`config.mk`:
```
export PLATFORM = sky130hd
export DESIGN_NAME = mem_stage_flat
export DESIGN_NICKNAME = d
export VERILOG_FILES = /design/src/rtl/mem_stage_if.sv /design/src/rtl/mem_stage.sv /design/src/flat_wrapper.sv
export SDC_FILE = /design/constraint.sdc
export NUM_CORES = 1
export LEC_CHECK = 0
export CORE_UTILIZATION = 30
export CTS_CLUSTER_DIAMETER = 80
export DETAILED_ROUTE_END_ITERATION = 12
export PLACE_DENSITY = 0.6
export SYNTH_ARGS = -nofsm -noshare
export SYNTH_HDL_FRONTEND = slang
export SYNTH_SLANG_ARGS = --single-unit
```
`constraint.sdc`:
```
create_clock -name clk -period 5.3 [get_ports clk]
set_input_delay 1.59 -clock clk [delete_from_list [all_inputs] [get_ports clk]]
set_output_delay 1.59 -clock clk [all_outputs]
set_load 0.1 [all_outputs]
```
`src/rtl/mem_stage_if.sv`:
```
// Data-memory request/acknowledge bus between mem_stage (master) and the data memory (slave).
interface mem_stage_if;
    logic        dmem_req;
    logic        dmem_we;
    logic [31:0] dmem_addr;
    logic [31:0] dmem_wdata;
    logic [3:0]  dmem_be;
    logic        dmem_ack;
    logic [31:0] dmem_rdata;

    modport master (
        output dmem_req, dmem_we, dmem_addr, dmem_wdata, dmem_be,
        input  dmem_ack, dmem_rdata
    );

    modport slave (
        input  dmem_req, dmem_we, dmem_addr, dmem_wdata, dmem_be,
        output dmem_ack, dmem_rdata
    );
endinterface

```
`src/rtl/mem_stage.sv`:
```
// Memory pipeline stage: dmem handshake, store lane alignment, load extraction, registered writeback.
// Optional MISALIGN_TRAP_EN: misaligned H/W accesses are trapped (ma_err/ma_addr) instead of issued.
module mem_stage #(
    parameter int unsigned ACK_TIMEOUT = 0
) (
    input  logic        clk,
    input  logic        rst,
    input  logic        ex_valid,
    output logic        ex_ready,
    input  logic [31:0] ex_alu_out,
    input  logic [31:0] ex_rs2_data,
    input  logic [1:0]  ex_mem_op,
    input  logic [2:0]  ex_funct3,
    input  logic [4:0]  ex_rd,
    input  logic        ex_rf_wen,
    mem_stage_if.master dmem,
    output logic        wb_valid,
    output logic [4:0]  wb_rd,
    output logic        wb_rf_wen,
    output logic [31:0] wb_data,
    output logic        bus_err
`ifdef MISALIGN_TRAP_EN
    ,
    output logic        ma_err,
    output logic [31:0] ma_addr
`endif
);

    typedef enum logic {IDLE, BUSY} state_t;

    state_t      state_q, state_d;
    logic [31:0] addr_q, addr_d;
    logic [31:0] wdata_q, wdata_d;
    logic [3:0]  be_q, be_d;
    logic        we_q, we_d;
    logic [2:0]  f3_q, f3_d;
    logic [4:0]  rd_q, rd_d;
    logic        rf_wen_q, rf_wen_d;
    logic [31:0] cnt_q, cnt_d;
    logic        wb_valid_q, wb_valid_d;
    logic [4:0]  wb_rd_q, wb_rd_d;
    logic        wb_rf_wen_q, wb_rf_wen_d;
    logic [31:0] wb_data_q, wb_data_d;
    logic        bus_err_q, bus_err_d;
`ifdef MISALIGN_TRAP_EN
    logic        ma_err_q, ma_err_d;
    logic [31:0] ma_addr_q, ma_addr_d;
`endif

    logic        accept, is_load, is_store, misalign, timeout_hit;
    logic [31:0] st_wdata, ld_data;
    logic [3:0]  st_be;

    assign accept      = ex_valid && ex_ready;
    assign is_load     = (ex_mem_op == 2'b01);
    assign is_store    = (ex_mem_op == 2'b10);
    assign timeout_hit = (ACK_TIMEOUT != 0) && (cnt_q == ACK_TIMEOUT);

`ifdef MISALIGN_TRAP_EN
    assign misalign = (is_load || is_store) &&
        ((((ex_funct3 == 3'b001) || (is_load && ex_funct3 == 3'b101)) && ex_alu_out[0]) ||
         ((ex_funct3 == 3'b010) && (ex_alu_out[1:0] != 2'b00)));
`else
    assign misalign = 1'b0;
`endif

    always_comb begin
        st_wdata = ex_rs2_data;
        st_be    = 4'b0000;
        case (ex_funct3)
            3'b000: begin
                st_wdata = {4{ex_rs2_data[7:0]}};
                st_be    = 4'b0001 << ex_alu_out[1:0];
            end
            3'b001: begin
                st_wdata = {2{ex_rs2_data[15:0]}};
                st_be    = 4'b0011 << {ex_alu_out[1], 1'b0};
            end
            3'b010: st_be = 4'b1111;
            default: st_be = 4'b0000;
        endcase
    end

    always_comb begin
        logic [7:0]  b;
        logic [15:0] h;
        b = dmem.dmem_rdata[{addr_q[1:0], 3'b000} +: 8];
        h = dmem.dmem_rdata[{addr_q[1], 4'b0000} +: 16];
        case (f3_q)
            3'b000:  ld_data = {{24{b[7]}}, b};
            3'b100:  ld_data = {24'h0, b};
            3'b001:  ld_data = {{16{h[15]}}, h};
            3'b101:  ld_data = {16'h0, h};
            default: ld_data = dmem.dmem_rdata;
        endcase
    end

    always_ff @(posedge clk or posedge rst) begin
        if (rst) begin
            state_q     <= IDLE;
            addr_q      <= '0;
            wdata_q     <= '0;
            be_q        <= '0;
            we_q        <= 1'b0;
            f3_q        <= '0;
            rd_q        <= '0;
            rf_wen_q    <= 1'b0;
            cnt_q       <= '0;
            wb_valid_q  <= 1'b0;
            wb_rd_q     <= '0;
            wb_rf_wen_q <= 1'b0;
            wb_data_q   <= '0;
            bus_err_q   <= 1'b0;
`ifdef MISALIGN_TRAP_EN
            ma_err_q    <= 1'b0;
            ma_addr_q   <= '0;
`endif
        end else begin
            state_q     <= state_d;
            addr_q      <= addr_d;
            wdata_q     <= wdata_d;
            be_q        <= be_d;
            we_q        <= we_d;
            f3_q        <= f3_d;
            rd_q        <= rd_d;
            rf_wen_q    <= rf_wen_d;
            cnt_q       <= cnt_d;
            wb_valid_q  <= wb_valid_d;
            wb_rd_q     <= wb_rd_d;
            wb_rf_wen_q <= wb_rf_wen_d;
            wb_data_q   <= wb_data_d;
            bus_err_q   <= bus_err_d;
`ifdef MISALIGN_TRAP_EN
            ma_err_q    <= ma_err_d;
            ma_addr_q   <= ma_addr_d;
`endif
        end
    end

    always_comb begin
        state_d     = state_q;
        addr_d      = addr_q;
        wdata_d     = wdata_q;
        be_d        = be_q;
        we_d        = we_q;
        f3_d        = f3_q;
        rd_d        = rd_q;
        rf_wen_d    = rf_wen_q;
        cnt_d       = cnt_q;
        wb_valid_d  = 1'b0;
        wb_rd_d     = wb_rd_q;
        wb_rf_wen_d = wb_rf_wen_q;
        wb_data_d   = wb_data_q;
        bus_err_d   = 1'b0;
`ifdef MISALIGN_TRAP_EN
        ma_err_d    = 1'b0;
        ma_addr_d   = ma_addr_q;
`endif
        case (state_q)
            IDLE: begin
                if (accept) begin
                    if ((is_load || is_store) && !misalign) begin
                        state_d  = BUSY;
                        addr_d   = ex_alu_out;
                        wdata_d  = is_store ? st_wdata : '0;
                        be_d     = is_store ? st_be : 4'b1111;
                        we_d     = is_store;
                        f3_d     = ex_funct3;
                        rd_d     = ex_rd;
                        rf_wen_d = ex_rf_wen;
                        cnt_d    = '0;
                    end else begin
                        wb_valid_d  = 1'b1;
                        wb_rd_d     = ex_rd;
                        wb_rf_wen_d = misalign ? 1'b0 : ex_rf_wen;
                        wb_data_d   = misalign ? '0 : ex_alu_out;
`ifdef MISALIGN_TRAP_EN
                        ma_err_d    = misalign;
                        if (misalign) ma_addr_d = ex_alu_out;
`endif
                    end
                end
            end
            BUSY: begin
                // A late ack takes priority over the timeout abort in the same cycle.
                if (dmem.dmem_ack) begin
                    state_d     = IDLE;
                    wb_valid_d  = 1'b1;
                    wb_rd_d     = rd_q;
                    wb_rf_wen_d = we_q ? 1'b0 : rf_wen_q;
                    wb_data_d   = we_q ? '0 : ld_data;
                end else if (timeout_hit) begin
                    state_d     = IDLE;
                    wb_valid_d  = 1'b1;
                    wb_rd_d     = rd_q;
                    wb_rf_wen_d = 1'b0;
                    wb_data_d   = '0;
                    bus_err_d   = 1'b1;
                end else begin
                    cnt_d = cnt_q + 32'd1;
                end
            end
            default: state_d = IDLE;
        endcase
    end

    always_comb begin
        ex_ready        = (state_q == IDLE) && !rst;
        dmem.dmem_req   = (state_q == BUSY) && !timeout_hit;
        dmem.dmem_we    = (state_q == BUSY) ? we_q : 1'b0;
        dmem.dmem_addr  = (state_q == BUSY) ? {addr_q[31:2], 2'b00} : '0;
        dmem.dmem_wdata = (state_q == BUSY) ? wdata_q : '0;
        dmem.dmem_be    = (state_q == BUSY) ? be_q : '0;
        wb_valid        = wb_valid_q;
        wb_rd           = wb_rd_q;
        wb_rf_wen       = wb_rf_wen_q;
        wb_data         = wb_data_q;
        bus_err         = bus_err_q;
`ifdef MISALIGN_TRAP_EN
        ma_err          = ma_err_q;
        ma_addr         = ma_addr_q;
`endif
    end

endmodule

```
`src/flat_wrapper.sv`:
```
// flat-port wrapper written by rule: the top's interface ports become plain ports
module mem_stage_flat 
#(
    parameter int unsigned ACK_TIMEOUT = 0
)
  (clk, rst, ex_valid, ex_ready, ex_alu_out, ex_rs2_data, ex_mem_op, ex_funct3, ex_rd, ex_rf_wen, wb_valid, wb_rd, wb_rf_wen, wb_data, bus_err, dmem_dmem_req, dmem_dmem_we, dmem_dmem_addr, dmem_dmem_wdata, dmem_dmem_be, dmem_dmem_ack, dmem_dmem_rdata);
  mem_stage_if dmem_i ();
  input  logic clk;
  input  logic rst;
  input  logic ex_valid;
  output logic ex_ready;
  input  logic [31:0] ex_alu_out;
  input  logic [31:0] ex_rs2_data;
  input  logic [1:0] ex_mem_op;
  input  logic [2:0] ex_funct3;
  input  logic [4:0] ex_rd;
  input  logic ex_rf_wen;
  output logic wb_valid;
  output logic [4:0] wb_rd;
  output logic wb_rf_wen;
  output logic [31:0] wb_data;
  output logic bus_err;
  output wire logic [$bits(dmem_i.dmem_req)-1:0] dmem_dmem_req;
  output wire logic [$bits(dmem_i.dmem_we)-1:0] dmem_dmem_we;
  output wire logic [$bits(dmem_i.dmem_addr)-1:0] dmem_dmem_addr;
  output wire logic [$bits(dmem_i.dmem_wdata)-1:0] dmem_dmem_wdata;
  output wire logic [$bits(dmem_i.dmem_be)-1:0] dmem_dmem_be;
  input wire logic [$bits(dmem_i.dmem_ack)-1:0] dmem_dmem_ack;
  input wire logic [$bits(dmem_i.dmem_rdata)-1:0] dmem_dmem_rdata;
  assign dmem_dmem_req = dmem_i.dmem_req;
  assign dmem_dmem_we = dmem_i.dmem_we;
  assign dmem_dmem_addr = dmem_i.dmem_addr;
  assign dmem_dmem_wdata = dmem_i.dmem_wdata;
  assign dmem_dmem_be = dmem_i.dmem_be;
  assign dmem_i.dmem_ack = dmem_dmem_ack;
  assign dmem_i.dmem_rdata = dmem_dmem_rdata;
  mem_stage #(.ACK_TIMEOUT(ACK_TIMEOUT)) u_core (.clk(clk), .rst(rst), .ex_valid(ex_valid), .ex_ready(ex_ready), .ex_alu_out(ex_alu_out), .ex_rs2_data(ex_rs2_data), .ex_mem_op(ex_mem_op), .ex_funct3(ex_funct3), .ex_rd(ex_rd), .ex_rf_wen(ex_rf_wen), .dmem(dmem_i), .wb_valid(wb_valid), .wb_rd(wb_rd), .wb_rf_wen(wb_rf_wen), .wb_data(wb_data), .bus_err(bus_err));
endmodule
```
==> impl_metrics.ini, run 1 <==
[pwr]
total_power_mw = 4.529
pwr-share-clk_pct = 28.0
powerDensity_nw_per_um2 = 501.9
p_leak_nw = 4.162
p_seq_share_pct = 28.4
swShare_pct = 45.21
p_comb_share_pct = 43.6
vdd_drop_max_v = 0.0002404
p_switching_mw = 2.048
p_int_mw = 2.481

[floorplanning]
ios = 222
die_w_um = 144.2
die_area_sq_um = 20800
die_h_um = 144.2
core-area_sq_um = 19650
start_util_pct = 30.87
row_count = 51

[setup_path]
rrSetupSlack_ns = 2.48
slowest_delay_ns = 1.17
r2r-start = u_core.dmem.dmem_req
cp-start-kind = register
crit_family = buffers and inverters
crit_chain = and2_1, clkdlybuf4s50_1
crit_type = register to output pin
r2r_cells = 6
end_kind = output pin
crit_cells = 2
critPathLaunch = u_core.dmem.dmem_req
cp.required_ns = 3.71
slowest_stage = clkdlybuf4s50_1
worst_ep_arrival_time_ns = 2.75
crit_end = dmem_dmem_we
cp_num_buf_inv = 1
cp_max_fo = 46
r2r_end = u_core.wb_data[24]

[finish]
drive_above_1_share_pct = 10.67
synthToLayoutAreaGrowth_pct = 48.73
nNetsFinal = 989

[sta]
final-max-slew-violation-count = 0
tns_ns = 0
min_period_ns = 4.342
tightestPinTransition_ns = 1.208
setup_violations = 0
fin_skew_ns = 0.005255
clock.fmax_ghz = 0.2303
slew_headroom_pct = 19.05
fin_crit_sh_pct = 81.92
hold_violations = 0
rsz0062_at_grt = false
hold_slack_ns = 0.4597

[synthesis]
synth_edf_count = 0
synth_area_sq_um = 6067
synthSimpleGateAreaFrac_pct = 26.64
synth_compound_area_share_pct = 14.83
synth_mux_area_share_pct = 4.929
synth_top_area_cell = dfrtp_1
ys_types = 49
async_flop_share_pct = 100.0
ys_ff_latch = 118
synth_top_family_by_area = simple AND/OR/NAND/NOR gates
syn_avg_cell_area_sq_um = 8.896
yosysSeqAreaShare_pct = 48.67
synth-xor-area-share_pct = 0
synth_top_area_share_pct = 48.67
synth-main-ff-cell = dfrtp_1
synthCells = 682
yosysWarnings = 0
synth_fa_ha_area_share_pct = 0.2062
synth_area_leaders = dfrtp_1, nand2_1, and2_1

[global_routing]
busiest_layer = met2
grtUsageMet1_pct = 28.06
grt_pass1_wl_um = 32370
grt_pass1_vias = 5499
grt_max_degree = 88
grt_overflow = 0
gr-usage-met3_pct = 3.709
grt_use_met2_pct = 32.75
grt_util_all_layers_pct = 20.81
grt_antenna_before_repair = 0

[place]
hpwlAfterDp_um = 14880
gp_congestion = 0.8257
placement.io_buffers = 218

[detailed_routing]
dr_total_vias = 5639
firstDrtPassIters = 6
wl_per_cell_um = 18.34
drt_first_iter_violations = 408
vias_per_cell = 4.874
wirelength_um = 21220
antenna_left = 0
drcViolationCount = 0

[clock_tree]
path_clk_slew_ns = 0.06
post_cts_resize_count = 0
post_cts_buffers = 0
root_buffer = clkbuf_16
clk_latency_ns = 0.42
cts_tree = yes
htreeDepth = 4
cts_sinks = 118
cts-hold-fix-buffers = 0
cts_made_buffers = 17
cts_buffer_depth = 2

[worst_hold_path]
hp-class = register to register

[status]
status = finished clean

[flow_run]
max_cap_violations = 0
## per-layer routing
layer  wire, um  up-vias
li1           -     2733
met1       9461     2721
met2      10140      161
met3       1138       24
met4        480        0
met5          0        -
## power groups by stage
stage                     registers [mW]  clock network, mW  logic (mW)
final                               1.29               1.27        1.97
after global routing                1.32               1.32        2.07
after CTS                           1.29               1.29        1.98
after detailed placement            1.30                  0        1.98
after global placement              1.30                  0        1.97
after floorplan                     2.03                  0       0.704
## area by class of cell
| cell class | count | area [sq um] |
|---|---|---|
| Fill cell | 1971 | 10630 |
| Sequential cell | 118 | 2954 |
| Multi-Input combinational cell | 499 | 2855 |
| Timing Repair Buffer | 227 | 2172 |
| Clock buffer | 21 | 480.5 |
| Tap cell | 265 | 331.6 |
| Clock inverter | 11 | 170.2 |
| Inverter | 14 | 55.05 |
| Antenna cell | 2 | 5.005 |
## flip-flops by register name, indices dropped and copies added, names as in the netlist
signal / cells
u_core.addr_q: 32
u_core.be_q: 4
u_core.dmem.dmem_req: 1
u_core.f3_q: 3
u_core.rd_q: 5
u_core.rf_wen_q: 1
u_core.wb_data: 32
u_core.wb_rd: 5
u_core.wb_rf_wen: 1
u_core.wb_valid: 1
u_core.wdata_q: 32
u_core.we_q: 1
## kinds of logic (layout without fill, tap and decap cells)
| kind of cell | after synthesis | count (layout) |
|---|---|---|
| AOI/OAI and AO/OA | 126 | 126 |
| adders and majority gates | 1 | 1 |
| buffers and inverters | 67 | 273 |
| DFF | 118 | 118 |
| muxes | 26 | 26 |
| other | 1 | 5 |
| and+or+nand+nor | 343 | 343 |
## metrics by stage
stage | worst slack [ns] | utilization, % | area [sq um] | std cells
2_1_floorplan | 0.5809 | - | 6075 | 684
6_report | 0.9583 | 45.91 | 9024 | 1157
3_3_place_gp | 1.115 | 42.58 | 8368 | 1123
3_5_place_dp | 1.105 | 42.58 | 8368 | 1123
5_1_grt | 0.7991 | 45.89 | 9019 | 1155
4_1_cts | 0.8685 | 45.89 | 9019 | 1155
## cell usage in the layout (no fill, tap or decap), types with 4 or more instances in the layout
cell type | netlist | final
a21oi_1 | 20 | 20
bufinv_16 | 0 | 4
clkbuf_8 | 0 | 4
nor2_1 | 30 | 30
and3b_1 | 6 | 6
a211o_1 | 6 | 6
o32ai_1 | 6 | 6
and2_1 | 67 | 67
mux2i_1 | 16 | 16
nand2_1 | 191 | 191
a21o_1 | 4 | 4
clkdlybuf4s50_1 | 0 | 182
a221o_1 | 8 | 8
dfrtp_1 | 118 | 117
nand3_1 | 20 | 20
inv_1 | 13 | 12
o211ai_1 | 6 | 6
clkbuf_16 | 0 | 17
o21ai_0 | 33 | 33
a222oi_1 | 15 | 15
nand2b_1 | 4 | 4
o31ai_1 | 16 | 16
mux2_2 | 8 | 8
buf_4 | 4 | 44
and3_1 | 9 | 9
## worst min-delay path, cell delays in order (launching register included)
cell and delay (ns):
dfrtp_1 0.33, nand2_1 0.05, nand2_1 0.05
## cells in the mapped netlist (2+ instances only)
cell type  count
o211ai_1       6
mux2_2         8
nor3b_1        2
o21ai_0       33
a222oi_1      15
dfrtp_1      118
nor3_2         2
o31ai_1       16
inv_1         13
nand2b_1       4
buf_2         13
clkbuf_1      32
o22a_1         2
a221o_1        8
o32ai_1        6
and2_1        67
nor2_1        30
nand3b_1       2
buf_4          4
a211o_1        6
and3b_1        6
nand2_1      191
a21oi_1       20
o32a_1         3
nand3_1       20
a31oi_1        2
nor4b_1        2
buf_1          4
mux2i_1       16
and3_1         9
a21o_1         4
## worst min path at each step
stage               slack (ns)          startpoint                  to  cells after the start
floorplan                 0.43   u_core.wdata_q[0]   u_core.wdata_q[0]                      2
global placement          0.44   u_core.wdata_q[0]   u_core.wdata_q[0]                      2
detailed placement        0.45   u_core.wdata_q[5]   u_core.wdata_q[5]                      2
CTS                       0.46   u_core.wdata_q[7]   u_core.wdata_q[7]                      2
global route              0.48  u_core.wdata_q[26]  u_core.wdata_q[26]                      2
finish                    0.46   u_core.wdata_q[7]   u_core.wdata_q[7]                      2
(Power assumes the default switching activity.)
==> inputs of run 2 (changes only) <==
==> constraint.sdc (replaced) <==
create_clock -name clk -period 4 [get_ports clk]
set_input_delay 1.2 -clock clk [delete_from_list [all_inputs] [get_ports clk]]
set_output_delay 1.2 -clock clk [all_outputs]
set_load 0.1 [all_outputs]
==> run 2 against run 1 <==
  * First-iteration DRC count is 4.7% higher
  * Clock skew increased by 0.00092 ns
  * Worst setup slack lost 0.37 ns
  * Power is 27% higher
  * Routed wire length down 0.80%
  * Sequential power grew 33%
  * Clock-buffer cell count fell by 3
  * Core utilization is 0.67 points lower
  * Critical path type is now primary input to output pin
==> impl_metrics.ini, run 2 (synthesized netlist as in run 1, its figures left out) <==
[status]
status = finished clean

[setup_path]
r2r_end = u_core.wb_data[12]
cp-start-kind = primary input
end_kind = output pin
worst_ep_arrival_time_ns = 2.21
r2r-start = u_core.dmem.dmem_req
cp_max_fo = 4
crit_type = primary input to output pin
cp.required_ns = 2.80
rrSetupSlack_ns = 1.56
r2r_cells = 5
critPathLaunch = rst

[clock_tree]
clk_latency_ns = 0.41
post_cts_buffers = 0
cts_made_buffers = 17
cts_buffer_depth = 2
root_buffer = clkbuf_16
cts-hold-fix-buffers = 0
htreeDepth = 4
post_cts_resize_count = 0
cts_sinks = 118
cts_tree = yes
path_clk_slew_ns = 0.05

[floorplanning]
row_count = 51
die_w_um = 144.2
die_h_um = 144.2
core-area_sq_um = 19650
start_util_pct = 30.87
ios = 222
die_area_sq_um = 20800

[sta]
rsz0062_at_grt = false
setup_violations = 0
fin_crit_sh_pct = 85.18
final-max-slew-violation-count = 0
clock.fmax_ghz = 0.2935
tns_ns = 0
hold_violations = 0
hold_slack_ns = 0.4614
min_period_ns = 3.407
tightestPinTransition_ns = 1.007
worst_slack_ns = 0.5930
fin_skew_ns = 0.006172
slew_headroom_pct = 32.66

[pwr]
p_switching_mw = 2.734
p_seq_share_pct = 29.7
p_leak_nw = 4.222
pwr-share-clk_pct = 25.1
swShare_pct = 47.54
p_comb_share_pct = 45.2
powerDensity_nw_per_um2 = 646.7
vdd_drop_max_v = 0.0002819
p_int_mw = 3.017

[place]
place_ws_ns = 0.5975
placement.io_buffers = 218
hpwlAfterDp_um = 15200
gp_congestion = 0.8399
dpl_cell_area_sq_um = 8334

[detailed_routing]
firstDrtPassIters = 8
dr_total_vias = 5668
antenna_left = 0
drt_first_iter_violations = 427
drcViolationCount = 0
wirelength_um = 21050
vias_per_cell = 4.878
wl_per_cell_um = 18.11

[finish]
final_cell_mix = nand2_1, clkdlybuf4s50_1, dfrtp_1
final_cell_area_sq_um = 8892
synthToLayoutAreaGrowth_pct = 46.57
antenna_cells = 0
final_common_cell = nand2_1
nNetsFinal = 996
drive_above_1_share_pct = 16.28

[global_routing]
grt_util_all_layers_pct = 20.76
grt_antenna_before_repair = 0
grt_pass1_vias = 5481
grt_max_degree = 88
grt_overflow = 0
grt_pass1_wl_um = 32220

[flow_run]
max_cap_violations = 0

[worst_hold_path]
hold_start = u_core.wdata_q[0]
hp-class = register to register
holdPathEnd = u_core.wdata_q[0]
holdPathStages = 2
## run 2: critical path, cell delays in order
cell and delay (ns):
clkdlybuf4s50_1 0.53, nor2_1 0.26, buf_12 0.21
## run 2: worst max-delay path by stage
stage | end | depth (start not counted)
5_1_grt | dmem_dmem_addr[7] | 3
6_report | ex_ready | 3
3_3_place_gp | ex_ready | 3
3_5_place_dp | ex_ready | 3
2_1_floorplan | dmem_dmem_addr[31] | 4
4_1_cts | ex_ready | 3
## run 2: power by group through the flow
stage                     Combinational [mW]  Clock (mW)  Sequential [mW]
after global placement                  2.59           0             1.72
after global routing                    2.72        1.53             1.75
after floorplan                        0.934           0             2.69
after detailed placement                2.61           0             1.72
final                                   2.60        1.44             1.71
after CTS                               2.61        1.48             1.71
## run 2: layout make-up
class | instances | area [sq um]
clock inverters | 14 | 128.9
inverters | 14 | 56.30
flip-flops and latches | 118 | 2954
clock buffers | 18 | 429.2
fillers | 1963 | 10760
multi-input cells | 499 | 2855
well taps | 265 | 331.6
repair buffers | 234 | 2137
## run 2: per-layer routing
metal,wire [um],vias up,track usage (%)
li1,-,2738,-
met1,9670,2753,28.74
met2,10050,158,32.98
met3,1007,19,3.609
met4,325,0,6.316
met5,0,-,0
## run 2: metrics by stage
step,cells,power [mW],utilization [%]
floorplan,684,3.625,-
global placement,1130,4.312,42.41
detailed placement,1130,4.329,42.41
CTS,1162,5.794,45.24
global route,1162,6.004,45.24
finish,1162,5.750,45.24
==> inputs of run 3 (changes only) <==
--- a/config.mk
+++ b/config.mk
@@ -5,10 +5,11 @@
 export SDC_FILE = /design/constraint.sdc
 export NUM_CORES = 1
 export LEC_CHECK = 0
+export ABC_AREA = 1
 export CORE_UTILIZATION = 30
 export CTS_CLUSTER_DIAMETER = 80
 export DETAILED_ROUTE_END_ITERATION = 12
-export PLACE_DENSITY = 0.6
+export PLACE_DENSITY = 0.59
 export SYNTH_ARGS = -nofsm -noshare
 export SYNTH_HDL_FRONTEND = slang
 export SYNTH_SLANG_ARGS = --single-unit
==> constraint.sdc (replaced) <==
create_clock -name clk -period 4 [get_ports clk]
set_input_delay 1.2 -clock clk [delete_from_list [all_inputs] [get_ports clk]]
set_output_delay 1.2 -clock clk [all_outputs]
set_load 0.005 [all_outputs]
==> run 3 against run 2 <==
  * Maximum frequency down 4.1%
  * Sequential share of layout area down 1.3 points
  * Cell area up 4.1%
  * Clock power about the same
  * Core utilization up 0.20 points
==> impl_metrics.ini, run 3 <==
[sta]
rsz0062_at_grt = false
fin_skew_ns = 0.004416
fin_crit_sh_pct = 88.80
clock.fmax_ghz = 0.2815
slew_headroom_pct = 50.02
hold_slack_ns = 0.4746
hold_violations = 0
min_period_ns = 3.552
setup_violations = 0
final-max-slew-violation-count = 0
tns_ns = 0
tightestPinTransition_ns = 0.7485

[clock_tree]
path_clk_slew_ns = 0.05
post_cts_buffers = 0
root_buffer = clkbuf_16
cts_sinks = 118
htreeDepth = 4
cts_made_buffers = 17
clk_latency_ns = 0.42
cts_buffer_depth = 2
post_cts_resize_count = 0
cts-hold-fix-buffers = 0
cts_tree = yes

[detailed_routing]
firstDrtPassIters = 5
antenna_left = 0
drcViolationCount = 0
vias_per_cell = 4.578
dr_total_vias = 6230
wl_per_cell_um = 15.54
drt_first_iter_violations = 319
wirelength_um = 21150

[synthesis]
synth_top_area_share_pct = 47.03
yosysMostFrequentCell = nand2_1
yosysSeqAreaShare_pct = 47.03
synth_area_leaders = dfrtp_1, nand2_1, inv_1
synth_common_cells = nand2_1, dfrtp_1, inv_1
syn_avg_cell_area_sq_um = 7.167
synth-main-ff-cell = dfrtp_1
ys_ff_latch = 118
synthCells = 876
async_flop_share_pct = 100.0
synth_top_area_cell = dfrtp_1
ys_types = 29
synth_edf_count = 0
synth_area_sq_um = 6279
yosysWarnings = 0

[status]
status = finished clean

[setup_path]
rrSetupSlack_ns = 1.88
r2r-start = u_core.dmem.dmem_req
critPathLaunch = rst
cp-start-kind = primary input
cp_max_fo = 4
crit_type = primary input to output pin
r2r_end = u_core.wb_data[6]
r2r_cells = 7
cp.required_ns = 2.80
worst_ep_arrival_time_ns = 2.35
end_kind = output pin

[global_routing]
grt_util_all_layers_pct = 20.07
grt_max_degree = 119
grt_antenna_before_repair = 0
grt_pass1_wl_um = 33470
grt_overflow = 0
grt_pass1_vias = 6090

[pwr]
vdd_drop_max_v = 0.0002973
p_leak_nw = 4.636
powerDensity_nw_per_um2 = 480.0

[floorplanning]
die_area_sq_um = 21510
die_h_um = 146.7
core-area_sq_um = 20360
start_util_pct = 30.83
row_count = 52
die_w_um = 146.7
ios = 222

[worst_hold_path]
holdPathEnd = u_core.addr_q[4]
hp-class = register to register
hold_start = u_core.addr_q[4]
holdPathStages = 2

[finish]
final_common_cell = nand2_1
final_cell_mix = nand2_1, clkdlybuf4s50_1, dfrtp_1
synthToLayoutAreaGrowth_pct = 47.41
regArea_sq_um = 2954
fill_cells = 2096
multi_input_area_sq_um = 2743
nNetsFinal = 1190
drive_above_1_share_pct = 6.147

[place]
placement.io_buffers = 218
hpwlAfterDp_um = 14670
gp_congestion = 0.8666

[flow_run]
max_cap_violations = 0
-- run 3: changes by cell type after synthesis, moves of 16 or more --
cell / delta
a21oi_1: +50
and2_1: -67
inv_1: +83
nand2_1: +136
nor2_1: +55
o31ai_1: -16
-- run 3: per-layer routing --
metal | vias to the layer above | GRT usage (%) | wire length [um]
met2 | 219 | 31.02 | 9468
met4 | 0 | 4.583 | 169
met5 | - | 0 | 0
li1 | 3114 | - | -
met1 | 2878 | 26.86 | 9661
met3 | 19 | 6.938 | 1846
-- run 3: how the worst max path moves through the flow --
stage	to	slack, ns	cells past startpoint
after floorplan	u_core.addr_q[0]	1.36	1
after global placement	ex_ready	0.45	3
after detailed placement	ex_ready	0.45	3
after CTS	ex_ready	0.44	3
after global routing	dmem_dmem_wdata[0]	0.41	4
final	ex_ready	0.45	3
-- run 3: logic make-up (layout without fill, tap and decap cells) --
family	after synthesis	in the layout	synth area share, %
fa+ha+maj	1	1	0.1993
buf+inv	146	358	9.446
simple gates	472	472	30.77
compound gates	131	131	11.38
flops	118	118	47.03
mux	7	7	1.116
other cells	1	4	0.05973
-- run 3: final cells by class --
cell class              instances  share of cell area, %
flip-flops and latches        118                  31.92
multi-input cells             614                  29.63
repair buffers                227                  24.71
clock buffers                  22                  5.124
inverters                     100                  4.096
well taps                     270                  3.650
clock inverters                 9                 0.8382
diodes                          1                0.02704
-- run 3: worst max-delay path, cell delays in order --
cell and delay, ns:
clkdlybuf4s50_1 0.49, nor2_4 0.14, clkdlybuf4s50_1 0.52
-- run 3: through the flow --
| stage | worst slack, ns | cells | cell area, sq um | total power [mW] | util [%] |
|---|---|---|---|---|---|
| global placement | 0.4455 | 1329 | 8701 | 3.002 | 42.73 |
| finish | 0.4479 | 1361 | 9255 | 4.443 | 45.45 |
| detailed placement | 0.4499 | 1329 | 8701 | 3.022 | 42.73 |
| global route | 0.4055 | 1360 | 9253 | 4.723 | 45.43 |
| floorplan | 1.359 | 878 | 6290 | 2.336 | - |
| CTS | 0.4441 | 1360 | 9253 | 4.496 | 45.43 |
-- run 3: power by group --
part | internal (mW) | switching (mW) | total (mW) | leakage (nW)
combinational | 0.661 | 0.638 | 1.30 | 2.92
sequential | 1.49 | 0.204 | 1.69 | 1.45
clock | 0.893 | 0.560 | 1.45 | 0.268
